==> config.mk <==
export PLATFORM = sky130hd
export DESIGN_NAME = display_mux_flat
export DESIGN_NICKNAME = d
export VERILOG_FILES = /design/src/rtl/display_pkg.sv /design/src/rtl/display_mux_if.sv /design/src/rtl/seg_decoder.sv /design/src/rtl/display_mux.sv /design/src/flat_wrapper.sv
export SDC_FILE = /design/constraint.sdc
export NUM_CORES = 1
export LEC_CHECK = 0
export ABC_AREA = 1
export BUFFER_PORTS_ARGS = -buffer_cell sky130_fd_sc_hd__buf_4
export CAP_MARGIN = 20
export CORE_UTILIZATION = 49
export DETAILED_ROUTE_END_ITERATION = 10
export GPL_ROUTABILITY_DRIVEN = 0
export PLACE_DENSITY = 0.71
export RECOVER_POWER = 100
export SETUP_SLACK_MARGIN = 0.5
export SLEW_MARGIN = 10
export SYNTH_ARGS = -nofsm -noshare
export SYNTH_HDL_FRONTEND = slang
export SYNTH_SLANG_ARGS = --single-unit
==> constraint.sdc <==
create_clock -name clk -period 2.93 [get_ports clk]
set_clock_uncertainty 0.1 [all_clocks]
set_input_delay 0.586 -clock clk [delete_from_list [all_inputs] [get_ports clk]]
set_output_delay 0.586 -clock clk [all_outputs]
set_load 0.03 [all_outputs]
==> src/rtl/display_pkg.sv <==
// Shared types and constants for the two-digit multiplexed seven-segment display.
package display_pkg;

  typedef enum logic [1:0] {
    StBlankU = 2'd0,
    StUni    = 2'd1,
    StBlankD = 2'd2,
    StDec    = 2'd3
  } disp_state_e;

  // Segment patterns, bit order {g,f,e,d,c,b,a}, active-high.
  localparam logic [6:0] SEG_0    = 7'h3F;
  localparam logic [6:0] SEG_1    = 7'h06;
  localparam logic [6:0] SEG_2    = 7'h5B;
  localparam logic [6:0] SEG_3    = 7'h4F;
  localparam logic [6:0] SEG_4    = 7'h66;
  localparam logic [6:0] SEG_5    = 7'h6D;
  localparam logic [6:0] SEG_6    = 7'h7D;
  localparam logic [6:0] SEG_7    = 7'h07;
  localparam logic [6:0] SEG_8    = 7'h7F;
  localparam logic [6:0] SEG_9    = 7'h6F;
  localparam logic [6:0] SEG_DASH = 7'h40;
  localparam logic [6:0] SEG_OFF  = 7'h00;

  function automatic logic digit_ok(input logic [7:0] digit);
    return digit <= 8'd9;
  endfunction

endpackage

==> src/rtl/display_mux_if.sv <==
// Digit inputs and display outputs of display_mux, bundled with master/slave views.
interface display_mux_if;
  logic [7:0] unidades;
  logic [7:0] decenas;
  logic       update;
  logic [6:0] segmentos;
  logic [1:0] anodos;
  logic       fuera_rango;

  modport master (
    output unidades, decenas, update,
    input  segmentos, anodos, fuera_rango
  );

  modport slave (
    input  unidades, decenas, update,
    output segmentos, anodos, fuera_rango
  );
endinterface

==> src/rtl/seg_decoder.sv <==
// Combinational BCD digit to seven-segment pattern; anything above 9 shows a dash.
module seg_decoder
  import display_pkg::*;
(
  input  logic [7:0] i_digit,
  output logic [6:0] o_seg
);

  always_comb begin
    o_seg = SEG_DASH;
    case (i_digit)
      8'd0:    o_seg = SEG_0;
      8'd1:    o_seg = SEG_1;
      8'd2:    o_seg = SEG_2;
      8'd3:    o_seg = SEG_3;
      8'd4:    o_seg = SEG_4;
      8'd5:    o_seg = SEG_5;
      8'd6:    o_seg = SEG_6;
      8'd7:    o_seg = SEG_7;
      8'd8:    o_seg = SEG_8;
      8'd9:    o_seg = SEG_9;
      default: o_seg = SEG_DASH;
    endcase
  end

endmodule

==> src/rtl/display_mux.sv <==
// Two-digit time-multiplexed seven-segment driver with blanking gaps, edge-triggered
// digit capture, leading-zero suppression on the tens digit and an out-of-range flag.
module display_mux
  import display_pkg::*;
#(
  parameter int unsigned REFRESH_DIV  = 50000,
  parameter int unsigned BLANK_CYCLES = 4
) (
  input  logic          clk,
  input  logic          reset,
  display_mux_if.slave  bus
);

  localparam int unsigned MaxDur = (REFRESH_DIV > BLANK_CYCLES) ? REFRESH_DIV : BLANK_CYCLES;
  localparam int unsigned CntW   = $clog2(MaxDur + 1);
  localparam logic [CntW-1:0] LitLast   = CntW'(REFRESH_DIV - 1);
  localparam logic [CntW-1:0] BlankLast = CntW'(BLANK_CYCLES - 1);

  disp_state_e     r_state, w_state_d;
  logic [CntW-1:0] r_cnt, w_cnt_d;
  logic [7:0]      r_uni, r_dec;
  logic            r_update_d;
  logic            r_rst_d;
  logic            w_capture;
  logic [7:0]      w_digit;
  logic [6:0]      w_seg;
  logic [1:0]      w_anodos_d;
  logic [6:0]      w_segmentos_d;
  logic [1:0]      r_anodos;
  logic [6:0]      r_segmentos;
  logic            r_fuera;

  // The cycle right after reset is masked so a level already high at release is not an edge.
  assign w_capture = bus.update & ~r_update_d & ~r_rst_d;

  always_comb begin
    w_state_d = r_state;
    w_cnt_d   = r_cnt + 1'b1;
    unique case (r_state)
      StBlankU: if (r_cnt == BlankLast) begin
        w_state_d = StUni;
        w_cnt_d   = '0;
      end
      StUni: if (r_cnt == LitLast) begin
        w_state_d = StBlankD;
        w_cnt_d   = '0;
      end
      StBlankD: if (r_cnt == BlankLast) begin
        w_state_d = StDec;
        w_cnt_d   = '0;
      end
      StDec: if (r_cnt == LitLast) begin
        w_state_d = StBlankU;
        w_cnt_d   = '0;
      end
    endcase
  end

  // Outputs follow the next state so registered anodos line up with r_state, but use the
  // current shadow digits so a capture shows one edge later.
  assign w_digit = (w_state_d == StDec) ? r_dec : r_uni;

  seg_decoder u_seg_decoder (
    .i_digit (w_digit),
    .o_seg   (w_seg)
  );

  always_comb begin
    w_anodos_d    = 2'b00;
    w_segmentos_d = SEG_OFF;
    unique case (w_state_d)
      StUni: begin
        w_anodos_d    = 2'b01;
        w_segmentos_d = w_seg;
      end
      StDec: if (r_dec != 8'd0) begin
        w_anodos_d    = 2'b10;
        w_segmentos_d = w_seg;
      end
      StBlankU, StBlankD: ;
    endcase
  end

  always_ff @(posedge clk) begin
    if (reset) begin
      r_state     <= StBlankU;
      r_cnt       <= '0;
      r_uni       <= 8'd0;
      r_dec       <= 8'd0;
      r_update_d  <= 1'b0;
      r_rst_d     <= 1'b1;
      r_anodos    <= 2'b00;
      r_segmentos <= SEG_OFF;
      r_fuera     <= 1'b0;
    end else begin
      r_state     <= w_state_d;
      r_cnt       <= w_cnt_d;
      r_update_d  <= bus.update;
      r_rst_d     <= 1'b0;
      r_anodos    <= w_anodos_d;
      r_segmentos <= w_segmentos_d;
      r_fuera     <= ~digit_ok(r_uni) | ~digit_ok(r_dec);
      if (w_capture) begin
        r_uni <= bus.unidades;
        r_dec <= bus.decenas;
      end
    end
  end

  assign bus.anodos      = r_anodos;
  assign bus.segmentos   = r_segmentos;
  assign bus.fuera_rango = r_fuera;

endmodule

==> src/flat_wrapper.sv <==
// flat-port wrapper written by rule: the top's interface ports become plain ports
module display_mux_flat import display_pkg::*;
#(
  parameter int unsigned REFRESH_DIV  = 50000,
  parameter int unsigned BLANK_CYCLES = 4
)
  (clk, reset, bus_unidades, bus_decenas, bus_update, bus_segmentos, bus_anodos, bus_fuera_rango);
  display_mux_if bus_i ();
  input  logic clk;
  input  logic reset;
  input wire logic [$bits(bus_i.unidades)-1:0] bus_unidades;
  input wire logic [$bits(bus_i.decenas)-1:0] bus_decenas;
  input wire logic [$bits(bus_i.update)-1:0] bus_update;
  output wire logic [$bits(bus_i.segmentos)-1:0] bus_segmentos;
  output wire logic [$bits(bus_i.anodos)-1:0] bus_anodos;
  output wire logic [$bits(bus_i.fuera_rango)-1:0] bus_fuera_rango;
  assign bus_i.unidades = bus_unidades;
  assign bus_i.decenas = bus_decenas;
  assign bus_i.update = bus_update;
  assign bus_segmentos = bus_i.segmentos;
  assign bus_anodos = bus_i.anodos;
  assign bus_fuera_rango = bus_i.fuera_rango;
  display_mux #(.REFRESH_DIV(REFRESH_DIV), .BLANK_CYCLES(BLANK_CYCLES)) u_core (.clk(clk), .reset(reset), .bus(bus_i));
endmodule
==> summary.md, run 1 <==
| Metric | Value |
|---|---|
| Final TNS setup | 0 ps |
| Largest family of logic cells by synthesized area | simple AND/OR/NAND/NOR gates |
| Top-count cell post-synth | nor2_1 |
| Max-slew headroom | 46.19% |
| First-pass GRT wire length | 7182 µm |
| Maximum fanout along the worst path | 9 |
| FFs w/ async S/R, synth | 0% |
| Status | finished clean |
| DR DRC count | 0 |
| Cts hold-fix bufs | 0 |
| Setup Crit Path Kind | reg -> reg |
| Num rows | 24 |
| Initial Util | between 50% and 60% |
| Core footprint | about 4400 µm² |
| H-tree depth | 2 |
| Layout cells sized above 1 | about 14% |
| Clk buf depth | 2 |
| Total Routing Usage GR | roughly a fifth |
| Synth Flop Type | dfxtp_1 |
| Yosys top cell area share | 41.70% |
| HPWL after DPL | around 3000 µm |
| Min cycle time layout | approximately 2400 ps |
| RSZ-0062 raised after global routing | false |
| CTS tree | built |
| Warnings, synthesis | 0 |
| Post-route ant nets | 0 |
| Die X | 69.14 µm |
| Syn_nets | about 320 |
| Top cells by count, synth | nor2_1 (49), dfxtp_1 (46), nand2_1 (46) |
| Number of DRC markers in iteration 0 | 109 |
| Max_cap viols | 0 |
| Number of global-route vias before repair | about 1600 |
| Iteration count of the initial detailed-routing pass | 4 |
| Mean post-synth cell area | 7.461 µm² |
| Slew @ Worst Pin | 807.2 ps |
| IO Pins | 29 |
| Post-synthesis sequential area ratio | 41.70% |
| Pwr dens | roughly 550 nW/µm² |
| Seq cells post-synth | 46 |
| Synth cell types | 31 |
| Maximum VDD drop | approximately 360 µV |
| Static Leak | between 1 and 1.5 nW |
| Crit path required time | 3070 ps |
| # setup viols final | 0 |
| Synth Area in Adders | under 10% |
| Fmax | about 0.42 GHz |
| Compound-Gate Fraction of Synth Area | a little under a tenth |
| Number of synthesized flops with an enable pin | 0 |
| Worst setup EP type | flop |
| Die H | slightly below 70 µm |
| Crit path arrival time | around 2500 ps |
| Fin crit share | between 80% and 90% |
| Vias/cell | 4.949 |
| Hold Worst Slack | between 300 and 400 ps |
| Ranking of synthesized cells by area | dfxtp_1 (42%), nor2_1 (8.3%), nand2_1 (7.8%), inv_1 (6.5%), a21oi_1 (4.3%) |
| Post-synthesis mux area share | 0% |
| Initial antenna violation count | 0 |
| Routed wire length | 4107 µm |
| Final hold vios | 0 |
| Final Max Tran Viols | 0 |
| Xor/xnor cell area share of the yosys netlist | about 3.2% |
| Total number of vias | around 1900 |
| Clock latency at the later pin of the worst-skew pair | approximately 300 ps |
| Simple-gate share of the synthesized area | between 30 and 40% |
| Post-CTS setup buffers | 0 |
| Syn Inst Count | 296 |
| Area grow syn2layout | 14.62% |
| Critical path startpoint category | flop |
| DIE AREA | between 4000 and 5000 µm² |
| Netlist Area Pre-Place | 2208 µm² |
| Largest net degree at the start of global routing | 33 |
| DR WL/cell | about 11 µm |
| Hold Path Class | reg -> reg |
| CTS buffer count | 5 |
| Grt total ovfl | 0 |
| Port buffer count | 28 |
| Post-CTS Resized | 0 |
| Root Buffer Master | clkbuf_8 |
| Clock sink count | 46 |
| Ant diodes | 0 |
| Largest area contributor in the netlist | dfxtp_1 |
| CTS clock-pin slew for the worst setup and hold paths | 80 ps |
| Post-layout nets | 348 |
## critical path, cell delays in order, from the launching register on
cell     delay [ps]
dfxtp_2         350
ha_1            240
nand3_2         130
nor2_1          280
nand3_4         180
nand3_4         160
nand2_1          80
nand2_2         120
inv_1            80
ha_1            280
inv_1            40
nor2_1          130
nor2_1           60
nor2_1           80
## kinds of logic after synthesis
kind of cell | Yosys count
compound gates | 40
simple gates | 148
fa+ha+maj | 6
flops | 46
buf+inv | 48
xor+xnor | 8
## power breakdown
group	internal (W)	switching [W]	total [W]
clock	0.000364	0.000213	0.000576
combinational	0.0000575	0.000100	0.000158
sequential	0.000654	0.0000118	0.000666
total	0.00108	0.000325	0.00140
## registers in the layout, summed over array words and instances (netlist names)
register	flops
u_core.bus.segmentos	7
u_core.r_state	2
u_core.r_cnt	16
u_core.r_uni	8
u_core.r_rst_d	1
u_core.r_dec	8
u_core.r_update_d	1
u_core.bus.fuera_rango	1
u_core.bus.anodos	2
## through the flow
| step | setup slack [ps] | util (%) | cell area (µm²) | total power (W) | std cells |
|---|---|---|---|---|---|
| detailed placement | 684.1 | 56.24 | 2449 | 0.0008456 | 368 |
| global placement | 775.3 | 56.24 | 2449 | 0.0008441 | 368 |
| CTS | 652.5 | 59.51 | 2591 | 0.001417 | 376 |
| finish | 558.3 | 58.13 | 2531 | 0.001400 | 376 |
| floorplan | 879.7 | - | 2208 | 0.0007948 | 296 |
| global route | 276.6 | 58.13 | 2531 | 0.001462 | 376 |
## worst paths after layout
check,startpoint,slack (ps),cells after the start,to
worst min register to register,u_core.r_cnt[0],330,1,u_core.r_cnt[0]
worst max register to register,u_core.r_cnt[0],560,13,u_core.bus.segmentos[3]
worst max-delay path,u_core.r_cnt[0],560,13,u_core.bus.segmentos[3]
worst min-delay path,u_core.r_cnt[0],330,1,u_core.r_cnt[0]
## cells in the final DEF, fill, tap and decap left out, types with 3 or more instances in the layout
cell type / Yosys / routed
a21oi_1: 19 / 19
nand2_1: 46 / 46
dfxtp_1: 46 / 45
buf_4: 1 / 17
xnor2_1: 3 / 3
nand2_2: 9 / 9
nor4_1: 3 / 3
nor3_1: 3 / 5
nand4_1: 11 / 11
clkbuf_8: 0 / 6
nor2_1: 49 / 51
xor2_1: 5 / 5
o21ai_0: 16 / 17
clkbuf_1: 6 / 11
ha_1: 6 / 6
nand2_4: 3 / 3
nand3_1: 10 / 10
inv_1: 38 / 38
nor3b_1: 3 / 3
## layer usage
metal | track usage (%) | up-vias | share of wire (%)
met1 | 25.44 | 819 | 50
met2 | 28.16 | 36 | 44
li1 | - | 999 | -
met3 | 3.801 | 7 | 3.6
met5 | 0 | - | 0
met4 | 8.844 | 0 | 1.9
## area by class of cell
cell class	instances	area [µm²]
clock buffers	6	82.58
clock inverters	2	60.06
fillers	441	1823
inverters	40	150.1
multi-input cells	202	1082
flip-flops and latches	46	922.1
well taps	52	65.06
repair buffers	28	168.9
(Power assumes the default switching activity.)
==> run 2, diff against run 1 <==
Settings changed: ABC_AREA 1 to 0, PLACE_DENSITY 0.71 to 0.75.
Clock period 2.93 ns to 1.9 ns, I/O delays scaled along.
==> summary.md, run 2 <==
| Metric | Value |
|---|---|
| Maximum VDD drop | 505.3 µV (+42%) |
| Syn_nets | 251 (-22%) |
| Core footprint | 3744 µm² (-14%) |
| Netlist Area Pre-Place | 1964 µm² (-11%) |
| Total Power | 0.002095 W (+50%) |
| Max FFs per register | 16 (unchanged) |
| Num rows | 22 (-8.3%) |
| DR DRC count | 0 (unchanged) |
| Synth Flop Type | dfxtp_1 |
| Critical path startpoint category | flop |
| Routed wire length | 6132 µm (+49%) |
| Grt total ovfl | 0 (unchanged) |
| CTS clock-pin slew for the worst setup and hold paths | 90 ps (about the same) |
| Placed cells | 326 (-11%) |
| RSZ-0062 raised after global routing | true |
| Min cycle time layout | 2482 ps (+110.4 ps) |
| Number of DRC markers in iteration 0 | 121 (+11%) |
| Vias/cell | 5.668 (+15%) |
| Fmax | 0.4029 GHz (-4.4%) |
| Yosys top cell area share | 46.88% (+5.2 points) |
| Number of synthesized flops with an enable pin | 0 (unchanged) |
| Hold Worst Slack | 211.4 ps (-115.7 ps) |
| Initial Util | 52.47% (+1.8 points) |
| Die X | 65.32 µm (-5.5%) |
| Most flop-heavy register | u_core.r_cnt |
| Total number of vias | 1978 (+6.3%) |
| Final hold vios | 0 (unchanged) |
| Warnings, synthesis | 0 (unchanged) |
| FFs w/ async S/R, synth | 0% (unchanged) |
| Setup Crit Path Kind | reg -> reg |
| Seq cells post-synth | 46 (unchanged) |
| Syn Inst Count | 226 (-24%) |
| Total Routing Usage GR | 27.88% (+9.2 points) |
| Port buffer count | 28 (unchanged) |
| Clock latency at the later pin of the worst-skew pair | 310 ps (about the same) |
| Finished Layout Cells | 349 (-7.2%) |
| Max_cap viols | 0 (unchanged) |
| Status | complete, but fails checks |
| IO Pins | 29 (unchanged) |
| DIE AREA | 4266 µm² (-11%) |
| Top cells by count, synth | dfxtp_1 (46), nand2_1 (44), nor2_1 (30) |
| Root Buffer Master | clkbuf_8 |
| Post-layout nets | 325 (-6.6%) |
| Post-synthesis sequential area ratio | 46.88% (+5.2 points) |
| Cts hold-fix bufs | 0 (unchanged) |
| Crit path required time | 2020 ps (-1050 ps) |
| Largest net degree at the start of global routing | 24 (-27%) |
| Final Max Tran Viols | 0 (unchanged) |
| Largest area contributor in the netlist | dfxtp_1 |
| Ranking of synthesized cells by area | dfxtp_1 (47%), nand2_1 (8.4%), nor2_1 (5.7%), a21oi_1 (5.6%), ha_1 (3.8%) |
| Slew @ Worst Pin | 1114 ps (+307.0 ps) |
| CTS buffer count | 5 (unchanged) |
| Die H | 65.32 µm (-5.5%) |
| HPWL after DPL | 3060 µm (about the same) |
| Max-slew headroom | 25.72% (-20 points) |
| Area grow syn2layout | 53.89% |
| Most frequent cells in the layout | buf_4 (51), nand2_1 (43), dfxtp_1 (39) |
| Pwr dens | 693.2 nW/µm² (+25%) |
| CTS tree | built |
| Clock sink count | 46 (unchanged) |
| Static Leak | 1.164 nW (+8.6%) |
| Number of global-route vias before repair | 1830 (+12%) |
| Post-route ant nets | 0 (unchanged) |
| Initial antenna violation count | 0 (unchanged) |
| Violated checks | negative setup slack |
| Crit path arrival time | 2610 ps (+100 ps) |
| Layout cells sized above 1 | 42.86% (+29 points) |
| Setup ws final | -582.1 ps (-1140 ps) |
| H-tree depth | 2 (unchanged) |
| Fin crit share | 130.6% (+50 points) |
| Synth cell types | 35 (+13%) |
| Mean post-synth cell area | 8.692 µm² (+17%) |
| Iteration count of the initial detailed-routing pass | 5 (+1) |
| Biggest registers after layout | u_core.r_cnt (16), u_core.r_dec (8), u_core.r_uni (8) |
| Worst setup EP type | flop |
| Clk buf depth | 2 (unchanged) |
| First-pass GRT wire length | 8901 µm (+24%) |
| Hold Path Class | in -> reg |
| Final TNS setup | -6620 ps (-6620 ps) |
| Maximum fanout along the worst path | 6 (-3) |
| Most common cell after layout, fill and taps aside | buf_4 |
| Ant diodes | 0 (unchanged) |
| Top-count cell post-synth | dfxtp_1 |
| DR WL/cell | 17.57 µm (+61%) |
| # setup viols final | 24 (+24) |
[run 2: cell types whose count changed after synthesis, moves of 3 or more]
cell | previous run | this run
nor2_4 | 3 | 0
nor2_1 | 49 | 30
o21ai_0 | 16 | 2
a21oi_1 | 19 | 22
inv_1 | 38 | 6
and3_1 | 0 | 5
xnor2_1 | 3 | 8
nand4_1 | 11 | 2
mux2_2 | 0 | 5
nand3_1 | 10 | 6
nand2_2 | 9 | 0
nand2_4 | 3 | 0
[run 2: kinds of logic (layout without fill, tap and decap cells)]
| group | count (synthesis) | after routing | share of synthesized area [%] |
|---|---|---|---|
| multiplexers | 7 | 7 | 3.885 |
| flip-flops | 46 | 46 | 46.88 |
| AND/OR/NAND/NOR | 104 | 104 | 24.01 |
| buffers and inverters | 13 | 88 | 2.547 |
| XOR/XNOR | 15 | 15 | 6.688 |
| AO/OA/AOI/OAI | 35 | 35 | 12.17 |
| adder cells (fa/ha/maj) | 6 | 6 | 3.822 |
[run 2: worst max-delay path: stages, from the launching register on]
cell and delay (ps):
dfxtp_1 370, nor4_4 350, a41oi_2 240, a211oi_4 240
buf_6 140, buf_6 130, mux2i_2 220, buf_4 200
o2111ai_4 180, a31oi_1 230
[run 2: area by class of cell]
cell class                      count  area (µm²)
Clock buffer                        5       68.82
Clock inverter                      3       43.79
Fill cell                         241       720.7
Inverter                            6       30.03
Multi-Input combinational cell    167        1304
Sequential cell                    46       932.1
Tap cell                           48       60.06
Timing Repair Buffer               74       584.3
[run 2: repair_timing]
| item | in CTS | in global routing |
|---|---|---|
| setup endpoints to repair | 27 | 44 |
| setup buffers | 8 | 6 |
| cloned | 1 | 0 |
| gates resized for setup | 48 | 17 |
| pin swaps | 15 | 9 |
[run 2: power by group]
part / internal, W / switching (W) / leakage [nW]
Clock: 0.000394 / 0.000350 / 0.0585
Combinational: 0.000149 / 0.000174 / 0.728
Sequential: 0.00100 / 0.0000265 / 0.377
Total: 0.00154 / 0.000551 / 1.16
[run 2: final timing paths]
kind	start	endpoint	slack, ps	cells after the start
max	u_core.r_cnt[10]	u_core.bus.segmentos[2]	-580	9
min	bus_update	u_core.r_update_d	210	2
max reg2reg	u_core.r_cnt[10]	u_core.bus.segmentos[2]	-580	9
min reg2reg	u_core.r_uni[4]	u_core.r_uni[4]	360	2
[run 2: metal layers]
layer  GRT usage [%]  vias up  part of all wire [%]
li1                -      913                     -
met1           34.46      937                    40
met2           46.52       99                    48
met3           5.903       29                   6.8
met4           11.96        0                   5.1
met5               0        -                     0
[run 2: per-stage QoR]
step | cell area, µm² | setup slack (ps) | utilization [%]
final | 3023 | -582.1 | 80.75
after CTS | 2943 | -495.6 | 78.61
after global routing | 3023 | -724.9 | 80.75
after global placement | 2556 | -365.8 | 68.28
after floorplan | 2085 | -420.2 | -
after detailed placement | 2556 | -438.2 | 68.28
